File: src/rtl/denormalize.sv
// denormalize: output packing stage of the FP16 square-root datapath.
// Turns an unbiased exponent, a normalized significand with guard bits, a
// sign and special-class flags into an IEEE-754 binary16 word using
// round-to-nearest-even, gradual underflow, overflow to infinity and
// canonical specials. Two register stages.
//
// Ports:
//   clk          rising-edge clock
//   rst_n        asynchronous active-low reset
//   enable       pipeline enable; low synchronously clears every stage register
//   in_valid     input word valid
//   is_num       finite number (zero when mant_in == 0)
//   is_nan       NaN
//   is_pinf      +inf
//   is_ninf      -inf
//   sign_in      sign
//   exp_in       signed unbiased exponent (-64..63)
//   mant_in      significand, MSB is the leading one when nonzero
//   out_valid    result valid, one pulse per accepted input
//   result       packed binary16
//   out_inexact  rounding discarded nonzero bits
//   out_overflow finite input rounded to infinity
//
// Valid semantics: no backpressure. A word is accepted on every rising edge
// where enable & in_valid; it leaves as a one-cycle out_valid pulse two edges
// later. Data registers hold while no word is loaded, so result/flags keep the
// last value while out_valid is low, except after reset or enable low (zeros).
module denormalize #(
  parameter int MANT_W = 14,
  parameter int BIAS   = 15
) (
  input  logic              clk,
  input  logic              rst_n,
  input  logic              enable,
  input  logic              in_valid,
  input  logic              is_num,
  input  logic              is_nan,
  input  logic              is_pinf,
  input  logic              is_ninf,
  input  logic              sign_in,
  input  logic [6:0]        exp_in,
  input  logic [MANT_W-1:0] mant_in,
  output logic              out_valid,
  output logic [15:0]       result,
  output logic              out_inexact,
  output logic              out_overflow
);

  localparam int         EXT_W  = 2 * MANT_W + 1;
  localparam logic [7:0] BIAS_B = 8'(BIAS);
  localparam logic [7:0] SH_MAX = 8'(MANT_W + 1);

  typedef enum logic [2:0] {
    CLS_NUM,
    CLS_ZERO,
    CLS_NAN,
    CLS_PINF,
    CLS_NINF
  } cls_t;

  // ---------------- stage 1: classify, bias, subnormal alignment ----------
  cls_t             cls_d;
  logic [7:0]       be;
  logic             be_le0;
  logic             be_big;
  logic [7:0]       sh_raw;
  logic [7:0]       sh;
  logic [EXT_W-1:0] ext;
  logic [MANT_W-1:0] aligned;
  logic [9:0]       frac_d;
  logic             g_d;
  logic             s_d;
  logic [4:0]       exp_d;

  always_comb begin
    cls_d = CLS_NAN;
    if (is_nan)       cls_d = CLS_NAN;
    else if (is_pinf) cls_d = CLS_PINF;
    else if (is_ninf) cls_d = CLS_NINF;
    else if (is_num)  cls_d = (mant_in == '0) ? CLS_ZERO : CLS_NUM;
  end

  always_comb begin
    // 8-bit two's complement: exp_in sign-extended plus the bias.
    be     = {exp_in[6], exp_in} + BIAS_B;
    be_le0 = be[7] | (be == 8'd0);
    be_big = !be[7] && (be >= 8'd31);
    sh_raw = 8'd1 - be;
    sh     = 8'd0;
    if (be_le0) sh = (sh_raw > SH_MAX) ? SH_MAX : sh_raw;
    // The lower MANT_W+1 bits catch everything shifted out; at the clamp the
    // whole significand lands there and becomes sticky.
    ext     = {mant_in, {(MANT_W + 1){1'b0}}} >> sh;
    aligned = ext[EXT_W-1 -: MANT_W];
    // The leading significand bit is implied by the exponent field (1 for
    // normals, 0 after a subnormal shift), so only the fraction is kept.
    frac_d  = aligned[MANT_W-2 -: 10];
    g_d     = aligned[MANT_W-12];
    s_d     = (|aligned[MANT_W-13:0]) | (|ext[MANT_W:0]);
    exp_d   = be_le0 ? 5'd0 : be[4:0];
  end

  logic       s1_valid;
  cls_t       s1_cls;
  logic       s1_sign;
  logic [4:0] s1_exp;
  logic [9:0] s1_frac;
  logic       s1_g;
  logic       s1_s;
  logic       s1_big;

  always_ff @(posedge clk or negedge rst_n) begin
    if (!rst_n) begin
      s1_valid <= 1'b0;
      s1_cls   <= CLS_NUM;
      s1_sign  <= 1'b0;
      s1_exp   <= '0;
      s1_frac  <= '0;
      s1_g     <= 1'b0;
      s1_s     <= 1'b0;
      s1_big   <= 1'b0;
    end else if (!enable) begin
      s1_valid <= 1'b0;
      s1_cls   <= CLS_NUM;
      s1_sign  <= 1'b0;
      s1_exp   <= '0;
      s1_frac  <= '0;
      s1_g     <= 1'b0;
      s1_s     <= 1'b0;
      s1_big   <= 1'b0;
    end else begin
      s1_valid <= in_valid;
      if (in_valid) begin
        s1_cls  <= cls_d;
        s1_sign <= sign_in;
        s1_exp  <= exp_d;
        s1_frac <= frac_d;
        s1_g    <= g_d;
        s1_s    <= s_d;
        s1_big  <= be_big;
      end
    end
  end

  // ---------------- stage 2: round to nearest even, pack ------------------
  logic        round_up;
  logic [15:0] packed_sum;
  logic        ovf;
  logic [15:0] res_d;
  logic        inexact_d;
  logic        overflow_d;

  always_comb begin
    round_up = s1_g & (s1_s | s1_frac[0]);
    // Adding into {exp, frac} lets a fraction carry bump the exponent; a
    // subnormal rounding up to 0x400 becomes exponent field 1 on its own.
    packed_sum = {1'b0, s1_exp, s1_frac} + {15'd0, round_up};
    ovf        = s1_big | (packed_sum[15:10] >= 6'd31);
    res_d      = 16'h7E00;
    inexact_d  = 1'b0;
    overflow_d = 1'b0;
    case (s1_cls)
      CLS_NUM: begin
        inexact_d = s1_g | s1_s;
        if (ovf) begin
          res_d      = {s1_sign, 5'h1F, 10'h000};
          overflow_d = 1'b1;
        end else begin
          res_d = {s1_sign, packed_sum[14:0]};
        end
      end
      CLS_ZERO: res_d = {s1_sign, 15'h0000};
      CLS_PINF: res_d = 16'h7C00;
      CLS_NINF: res_d = 16'hFC00;
      default:  res_d = 16'h7E00;
    endcase
  end

  always_ff @(posedge clk or negedge rst_n) begin
    if (!rst_n) begin
      out_valid    <= 1'b0;
      result       <= 16'h0000;
      out_inexact  <= 1'b0;
      out_overflow <= 1'b0;
    end else if (!enable) begin
      out_valid    <= 1'b0;
      result       <= 16'h0000;
      out_inexact  <= 1'b0;
      out_overflow <= 1'b0;
    end else begin
      out_valid <= s1_valid;
      if (s1_valid) begin
        result       <= res_d;
        out_inexact  <= inexact_d;
        out_overflow <= overflow_d;
      end
    end
  end

endmodule

File: config.mk
export PLATFORM = sky130hd
export DESIGN_NAME = denormalize
export DESIGN_NICKNAME = d
export VERILOG_FILES = /design/src/rtl/denormalize.sv
export SDC_FILE = /design/constraint.sdc
export NUM_CORES = 1
export LEC_CHECK = 0
export ABC_AREA = 1
export BUFFER_PORTS_ARGS = -buffer_cell sky130_fd_sc_hd__buf_2
export CAP_MARGIN = 15
export CORE_MARGIN = 2
export CORE_UTILIZATION = 50
export CTS_CLUSTER_DIAMETER = 60
export DETAILED_ROUTE_END_ITERATION = 6
export PLACE_DENSITY = 0.72
export REMOVE_ABC_BUFFERS = 1
export SYNTH_ARGS = -nofsm -noshare
export SYNTH_HDL_FRONTEND = slang
export SYNTH_SLANG_ARGS = --single-unit
File: constraint.sdc
create_clock -name clk -period 3.9 [get_ports clk]
set_input_delay 0.195 -clock clk [delete_from_list [all_inputs] [get_ports clk]]
set_output_delay 0.195 -clock clk [all_outputs]
set_load 0.02 [all_outputs]
==> results of run 1 <==
## placed cells by master (no fill, tap or decap), types with 2 or more instances in the layout
cell type	netlist	layout
nor2_1	29	29
inv_2	5	5
nand3_1	65	65
nand4_1	6	6
o21ai_1	5	5
nor3_1	3	3
a31oi_1	2	2
inv_1	53	53
clkbuf_8	0	5
o21ai_0	29	29
dfrtp_1	42	42
nand3_2	2	2
nand2_1	107	107
clkbuf_1	3	2
xor2_1	4	4
o22ai_1	12	12
nor4_1	2	2
nor2_4	3	3
a21oi_2	2	2
buf_2	0	48
o21ai_4	2	2
a21oi_1	12	12
nand2_2	5	5
ha_1	5	5
nor2_2	6	6
## cell type report
type | instances | area, um2 | share of cell area [%]
Clock buffer | 7 | 76.3 | 2.32
Inverter | 60 | 228 | 6.91
Tap cell | 72 | 90.1 | 2.73
Multi-Input combinational cell | 314 | 1610 | 48.9
Sequential cell | 42 | 1050 | 31.9
Timing Repair Buffer | 48 | 240 | 7.29
## path summary, 6_finish.rpt
path | to | slack (ps) | start | depth (start not counted)
setup / recovery | result[2] | 1090 | s1_frac[0] | 17
hold / removal | result[11] | 20 | rst_n | 1
setup reg to reg | result[2] | 1090 | s1_frac[0] | 17
hold reg to reg | result[1] | 480 | result[1] | 2
max in group asynchronous | s1_frac[5] | 3330 | rst_n | 1
min in group clk | s1_sign | 120 | sign_in | 3
## logic make-up after synthesis
logic type,after synthesis,synth area share (%)
fa+ha+maj,5,2.12
flops,42,35.6
simple gates,234,36.8
buf+inv,68,9.76
xor+xnor,5,1.48
compound gates,70,14.2
## sequential cells by signal, indices dropped and copies added (netlist names)
| name | count |
|---|---|
| s1_s | 1 |
| out_valid | 1 |
| s1_sign | 1 |
| result | 16 |
| s1_big | 1 |
| out_overflow | 1 |
| s1_frac | 10 |
| s1_valid | 1 |
| out_inexact | 1 |
| s1_exp | 5 |
| s1_cls | 3 |
| s1_g | 1 |
## power breakdown
part           internal, mW  total [mW]  switching (mW)
Sequential            0.460       0.476          0.0166
Combinational        0.0906       0.277           0.186
Clock                 0.123       0.254           0.131
## synth_stat cells (all sizes together), types with 2 or more instances
| master | n | share of area (%) |
|---|---|---|
| o21ai | 36 | 6.9 |
| nor4 | 2 | 0.42 |
| a21oi | 14 | 2.6 |
| inv | 59 | 7.6 |
| dfrtp | 42 | 36 |
| nand4 | 7 | 1.7 |
| xor2 | 4 | 1.2 |
| buf | 5 | 1.7 |
| clkbuf | 3 | 0.38 |
| nor3 | 3 | 0.51 |
| nor2 | 38 | 6.1 |
| a31oi | 2 | 0.42 |
| ha | 5 | 2.1 |
| nand2 | 113 | 15 |
| nand3 | 68 | 12 |
| o22ai | 12 | 2.5 |
## stage by stage
step	setup WS (ps)	total power [mW]	hold WS [ps]	utilization [%]	cells
after floorplan	1460	0.677	-101	-	416
after global placement	953	0.756	362	57.4	536
after detailed placement	913	0.759	370	57.4	536
after CTS	1060	1.01	59.7	58.8	543
after global routing	682	1.08	105	58.8	543
final	1090	1.01	17.2	58.8	543
## worst max-delay path: stages, from the launching register on
cell,delay [ps]
dfrtp_1,380
nor2_1,50
nor2_1,100
ha_1,200
ha_1,190
nand4_1,150
nor2_1,150
nand2_1,90
nor3_1,210
nand2_1,140
nor2_2,130
xor2_1,200
nor2_1,70
nand3_1,80
nand2_2,110
inv_1,200
nand3_1,120
o21ai_0,160
## routing by layer
metal | share of wire, % | up-vias | global-route usage [%] | wire (um)
li1 | - | 1498 | - | -
met1 | 48 | 1308 | 29.8 | 3180
met2 | 46 | 79 | 36.9 | 3050
met3 | 5.0 | 8 | 2.56 | 333
met4 | 1.7 | 0 | 7.63 | 111
met5 | 0 | - | 0 | 0
==> results.yml, run 1 <==
floorplan:
  num_rows: 27
  die_w_um: 80.8
  io-pin-count: 49
  die-area_um2: 6530
  core-area_um2: 5610
  initial_core_util_pct: 52.6
  die_h_um: 80.8
sta:
  finalSetupViolCount: 0
  hold_viol_final: 0
  fin_crit_sh_pct: 72.2
  rsz0062_at_grt: "no"
  min_period_ps: 2810
  relSlewSlack_pct: 27.6
  maxSlewViolCount: 0
  worst_clock_skew_ps: 3.80
  worst_pin_slew_ps: 1080
  max_freq_mhz: 355
  finalSetupTns_ps: 0
route:
  dr_total_vias: 2893
  drt_wl_total_mm: 6.68
  vias_per_cell: 5.33
  post_drt_wl_per_cell_um: 12.3
  antenna_left: 0
  drc: 0
  first_iter_violations: 144
  first_pass_iters: 5
cts:
  clkTransAtPathRegs_ps: 70
  clk_latency_ps: 290
  clock-sinks: 42
  ctsRootBufferMaster: "clkbuf_8"
  cts_hold_buf: 0
  clk_path_buf_depth: 2
  cts_max_level: 2
  cts_buffers: 5
  ctsResizeCount: 0
  cts_tree: "yes"
  cts_setup_buffers: 0
power_and_ir_drop:
  leakagePower_nw: 1.70
  powerDensity_nw_per_um2: 306
  ir_drop_v: 0.000164
logic_synthesis:
  synth-seq-cells: 42
  ys_async_sr_fraction_pct: 100
  synth_cell_types: 40
  synth-edff-count: 0
  synthesis.area_um2: 2950
  postSynthAreaPerCell_um2: 6.96
  synthFlopType: "dfrtp_1"
  yosys_warnings: 0
  synth_seq_area_share_pct: 35.6
  synthCells: 424
worst_setup_path:
  cp.arrival_ps: 3020
  critPathKind: "reg -> reg"
  worstSetupEndpointType: "flip-flop"
  critPathRequiredTime_ps: 4110
  critPathLaunchType: "flip-flop"
  crit_fanout: 9
cells_and_area:
  drive_above_1_share_pct: 17.6
  num-nets-final: 506
  area_growth_pct: 11.8
  diodes: 0
  fillers: 571
  design_area_um2: 3300
run:
  drv_cap: 0
grt:
  grt_overflow: 0
  grt_pass1_wl_mm: 11.5
  grt_usage_pct: 22.1
  grt_pass1_vias: 2590
  grt_antenna_before_repair: 0
  grt_max_degree: 43
placement:
  placed_area_um2: 3220
  io_buffers: 48
  globalplace.congestion: 0.886
  post-dp-hpwl_mm: 5.34
hold_path:
  worstHoldPathType: "in -> async"
outcome:
  status: "finished clean"
Note: power is estimated with default switching activity, not from simulation.
==> run 2, diff against run 1 <==
--- a/config.mk
+++ b/config.mk
@@ -12,7 +12,7 @@
 export CORE_UTILIZATION = 50
 export CTS_CLUSTER_DIAMETER = 60
 export DETAILED_ROUTE_END_ITERATION = 6
-export PLACE_DENSITY = 0.72
+export PLACE_DENSITY = 0.75
 export REMOVE_ABC_BUFFERS = 1
 export SYNTH_ARGS = -nofsm -noshare
 export SYNTH_HDL_FRONTEND = slang
==> constraint.sdc (replaced) <==
create_clock -name clk -period 2.3 [get_ports clk]
set_input_delay 0.115 -clock clk [delete_from_list [all_inputs] [get_ports clk]]
set_output_delay 0.115 -clock clk [all_outputs]
set_load 0.02 [all_outputs]
==> results.yml, run 2 (synthesis results as in run 1) <==
sta:
  finalSetupViolCount: 16
  rsz0062_at_grt: "yes"
  hold_viol_final: 0
  min_period_ps: 2630
  worst_hold_slack_ps: 17.3
  worst_pin_slew_ps: 921
  max_freq_mhz: 381
  fin_crit_sh_pct: 114
  finalSetupTns_ps: -4290
  layout_setup_ws_ps: -325
  maxSlewViolCount: 0
  relSlewSlack_pct: 38.6
  worst_clock_skew_ps: 2.90
placement:
  io_buffers: 48
  dp_cells: 592
  post-dp-hpwl_mm: 5.78
  dp_slack_ps: -488
  globalplace.congestion: 0.948
route:
  post_drt_wl_per_cell_um: 15.0
  antenna_left: 0
  dr_total_vias: 3561
  first_iter_violations: 281
  drc: 0
  drt_wl_total_mm: 9.54
  vias_per_cell: 5.61
  first_pass_iters: 5
cts:
  cts_buffers: 5
  clkTransAtPathRegs_ps: 80
  clk_latency_ps: 300
  ctsRootBufferMaster: "clkbuf_8"
  cts_tree: "yes"
  clk_path_buf_depth: 2
  cts_max_level: 2
  clock-sinks: 42
grt:
  gr-usage-met3_pct: 3.67
  grt_overflow: 0
  met1_usage_pct: 31.7
  grt_antenna_before_repair: 0
  grt.met2_usage_pct: 49.9
  grt_pass1_vias: 3208
  grt.busiest_layer: "met2"
  grt_max_degree: 43
  grt_pass1_wl_mm: 13.9
  grt_usage_pct: 26.8
power_and_ir_drop:
  ir_drop_v: 0.000364
  powerDensity_nw_per_um2: 484
  leakagePower_nw: 2.27
worst_setup_path:
  critPathLaunchType: "flip-flop"
  crit_buf_inv: 4
  crit_fanout: 2
  cp_cell_sequence: "inv_2 > nor2_4 > ha_4 > ha_4 > nand4_1 > nor2_2 > nand2_2 > nor3_4 > nand2_2 > nor2_4 > buf_4 > buf_4 > buf_4 > nand2_1 > xor2_1 > nand2_1 > nand3_1 > nand2_1"
  path_depth: 18
  critPathKind: "reg -> reg"
  critical_path.top_delay_family: "simple AND/OR/NAND/NOR gates"
  worstSetupEndpointType: "flip-flop"
  critPathRequiredTime_ps: 2490
  max_stage_delay_ps: 380
  critical_path.slowest_cell: "dfrtp_1"
  rr_worst_depth: 18
  cp.arrival_ps: 2820
outcome:
  violations: "setup timing"
  status: "finished, violations left"
hold_path:
  worstHoldPathType: "in -> reg"
  whs_path_depth: 2
floorplan:
  die-area_um2: 6530
  initial_core_util_pct: 52.6
  die_h_um: 80.8
  die_w_um: 80.8
  io-pin-count: 49
  num_rows: 27
  core-area_um2: 5610
cells_and_area:
  mostFrequentLayoutCell: "nand2_1"
  drive_above_1_share_pct: 42.1
  regMostFlops: "result"
  largest_reg_flops: 16
  area_growth_pct: 51.7
  finalNonFillerCells: 635
  num-nets-final: 597
  diodes: 0
  top_regs: "result (16), s1_frac (10), s1_exp (5)"
  final_cell_mix: "103 x nand2_1, 81 x buf_4, 50 x inv_1"
run:
  drv_cap: 0
==> run 2: cell types whose count changed in the layout (fill, tap and decap cells not counted), moves of 6 or more <==
cell,before,now
buf_4,0,81
o21ai_1,5,12
o21ai_0,29,19
nor2_2,6,12
nor2_1,29,20
nand3_1,65,30
nand3_2,2,32
==> run 2: path summary, 6_finish.rpt <==
kind                            slack (ps)           to        start
worst min register to register         480  out_inexact  out_inexact
min in group asynchronous              480   result[13]        rst_n
worst max-delay path                  -330   result[14]         s1_g
worst min-delay path                    20    s1_cls[0]       is_nan
worst max register to register        -330   result[14]         s1_g
max in group asynchronous             1250       s1_big        rst_n
==> run 2: cell type report <==
| type | instances | area (um2) |
|---|---|---|
| clock buffer | 6 | 72.6 |
| clock inverter | 2 | 37.5 |
| fill | 386 | 1130 |
| inverter | 60 | 235 |
| multi-input combinational | 316 | 2010 |
| sequential | 42 | 1050 |
| tap | 72 | 90.1 |
| timing repair buffer | 137 | 981 |
==> run 2: worst reg2reg max path, cell delays in order, from the launching register on <==
cell and delay, ps:
dfrtp_1 380, inv_2 60, nor2_4 120, ha_4 150, ha_4 130, nand4_1 130, nor2_2 180, nand2_2 100
nor3_4 200, nand2_2 150, nor2_4 170, buf_4 150, buf_4 100, buf_4 100, nand2_1 70, xor2_1 150
nand2_1 80, nand3_1 70, nand2_1 60
==> run 2: power breakdown <==
part	switching [mW]	internal (mW)
Sequential	0.0292	0.779
Clock	0.258	0.324
Combinational	0.440	0.334
Total	0.728	1.44
==> run 2: stage by stage <==
stage	area (um2)	power, mW	utilization [%]
after CTS	3950	1.99	70.5
after global placement	3640	1.39	64.9
after global routing	4470	2.27	79.8
after floorplan	2890	1.15	-
after detailed placement	3640	1.40	64.9
final	4470	2.16	79.8
==> run 2: repair_timing <==
item	4_1_cts	5_1_grt
pin swaps	12	40
gates cloned	0	3
setup buffers	16	15
endpoints found under the setup margin	16	26
hold endpoints to repair	42	0
hold buffers	1	0
resized for setup	28	70
==> run 2: metal layers <==
metal	vias to the layer above	routed length, um
met1	1671	3750
li1	1682	-
met5	-	0
met3	41	514
met4	0	318
met2	167	4960
==> run 3, diff against run 2 <==
--- a/config.mk
+++ b/config.mk
@@ -8,6 +8,7 @@
 export ABC_AREA = 1
 export BUFFER_PORTS_ARGS = -buffer_cell sky130_fd_sc_hd__buf_2
 export CAP_MARGIN = 15
+export CORE_ASPECT_RATIO = 0.5
 export CORE_MARGIN = 2
 export CORE_UTILIZATION = 50
 export CTS_CLUSTER_DIAMETER = 60
==> results.yml, run 3 (synthesis results as in run 1) <==
floorplan:
  die-area_um2: 6570
  die_w_um: 113
  num_rows: 19
  core-area_um2: 5590
  io-pin-count: 49
  initial_core_util_pct: 52.8
  die_h_um: 58.3
cells_and_area:
  area_growth_pct: 50.9
  regMostFlops: "result"
  diodes: 0
  mostFrequentLayoutCell: "nand2_1"
  fillers: 344
  num-nets-final: 595
  largest_reg_flops: 16
  design_area_um2: 4450
  top_regs: "result (16), s1_frac (10), s1_exp (5)"
  final_cell_mix: "98 x nand2_1, 75 x buf_4, 50 x inv_1"
  drive_above_1_share_pct: 42.6
grt:
  grt_max_degree: 43
  grt_antenna_before_repair: 0
  grt_pass1_vias: 3088
  grt_usage_pct: 27.2
  grt_pass1_wl_mm: 14.3
  grt_overflow: 0
sta:
  max_freq_mhz: 356
  fin_crit_sh_pct: 122
  layout_setup_ws_ps: -512
  min_period_ps: 2810
  maxSlewViolCount: 0
  worst_pin_slew_ps: 924
  finalSetupViolCount: 17
  hold_viol_final: 0
  worst_clock_skew_ps: 7.01
  relSlewSlack_pct: 38.4
  rsz0062_at_grt: "yes"
worst_setup_path:
  cp_cell_sequence: "inv_1 > nor2_1 > ha_2 > ha_4 > nand4_1 > nor2_2 > nand2_2 > nor3_4 > nand2_2 > xor2_2 > nand3_1 > nor2_1 > nand3_1 > nand2_4 > o21ai_0 > a22o_1"
  critPathRequiredTime_ps: 2480
  r2r_slack_ps: -510
  critical_path.top_delay_family: "simple AND/OR/NAND/NOR gates"
  worstSetupEndpointType: "flip-flop"
  rr_worst_depth: 16
  worstReg2RegEnd: "result[9]"
  max_stage_delay_ps: 340
  critical_path.slowest_cell: "dfrtp_1"
  crit_fanout: 5
  crit_buf_inv: 1
  cp.arrival_ps: 2990
  critPathKind: "reg -> reg"
  critPathLaunchType: "flip-flop"
  timing.rr.start: "s1_g"
route:
  vias_per_cell: 5.76
  first_iter_violations: 339
  drc: 0
  antenna_left: 0
  post_drt_wl_per_cell_um: 16.5
  drt_wl_total_mm: 10.5
  first_pass_iters: 5
  dr_total_vias: 3650
hold_path:
  worstHoldPathType: "in -> reg"
  worstHoldStart: "sign_in"
  min_to: "s1_sign"
  whs_path_depth: 3
cts:
  clk_path_buf_depth: 2
  clkTransAtPathRegs_ps: 60
  clock-sinks: 42
  ctsRootBufferMaster: "clkbuf_16"
  cts_buffers: 5
  cts_tree: "yes"
  cts_max_level: 2
  clk_latency_ps: 290
power_and_ir_drop:
  powerDensity_nw_per_um2: 515
  ir_drop_v: 0.000618
  leakagePower_nw: 2.25
placement:
  dp_slack_ps: -424
  post-dp-hpwl_mm: 5.86
  placed_area_um2: 3630
  globalplace.congestion: 0.859
  io_buffers: 48
run:
  drv_cap: 0
outcome:
  status: "finished, violations left"
  violations: "setup timing"
-- run 3: cell types whose count changed in the layout (fill, tap and decap cells not counted), sizes merged --
cell,change
buf,-1
bufinv,-1
clkinv,+1
clkinvlp,-1
-- run 3: power breakdown --
part | internal [mW] | switching [mW]
registers | 0.780 | 0.0337
logic | 0.314 | 0.444
clock network | 0.431 | 0.291
total | 1.52 | 0.769
-- run 3: how the worst max path moves through the flow --
stage | startpoint | endpoint | slack, ps | cells after the start
after floorplan | s1_s | result[14] | -90 | 18
after global placement | s1_frac[0] | result[2] | -370 | 17
after detailed placement | s1_g | result[2] | -420 | 17
after CTS | s1_g | result[8] | -240 | 16
after global routing | s1_frac[0] | result[9] | -710 | 16
final | s1_g | result[9] | -510 | 16
-- run 3: worst reg2reg max path, delay by kind of cell, from the launching register on --
kind                       cells  cell delay (ps)
buffers and inverters          1               60
adders and majority gates      2              360
xor gates and xnor gates       1              190
and+or+nand+nor               10             1400
AOI/OAI and AO/OA              2              340
DFF                            1              340
-- run 3: per-layer routing --
metal	routed length (um)	share of wire, %	vias to the layer above	global-route usage (%)
li1	-	-	1684	-
met1	4470	43	1692	38.5
met2	4670	45	234	42.6
met3	1040	9.9	40	4.84
met4	289	2.8	0	10.3
met5	0	0	-	0
-- run 3: cell type report --
| class | count | area [um2] | area share (%) |
|---|---|---|---|
| well taps | 73 | 91.3 | 2.05 |
| repair buffers | 135 | 946 | 21.3 |
| clock buffers | 7 | 143 | 3.21 |
| inverters | 60 | 238 | 5.34 |
| flip-flops and latches | 42 | 1050 | 23.6 |
| multi-input cells | 316 | 1980 | 44.4 |
| clock inverters | 1 | 5.00 | 0.112 |
-- run 3: through the flow --
stage	power, mW	cells	hold WS, ps	setup TNS [ps]	util [%]
3_5_place_dp	1.40	591	296	-6790	64.9
6_report	2.29	634	30.8	-6910	79.6
5_1_grt	2.38	634	45.1	-10380	79.6
2_1_floorplan	1.15	416	-181	-662	-
4_1_cts	2.12	617	36.4	-3150	71.9
3_3_place_gp	1.39	591	289	-5440	64.9
-- run 3: timing repair --
action,4_1_cts,5_1_grt
gates resized for setup,36,69
hold buffers,1,0
buffers inserted,17,16
pin swaps,2,26
cloned,0,2
endpoints found under the hold margin,33,0
setup endpoints to repair,16,27
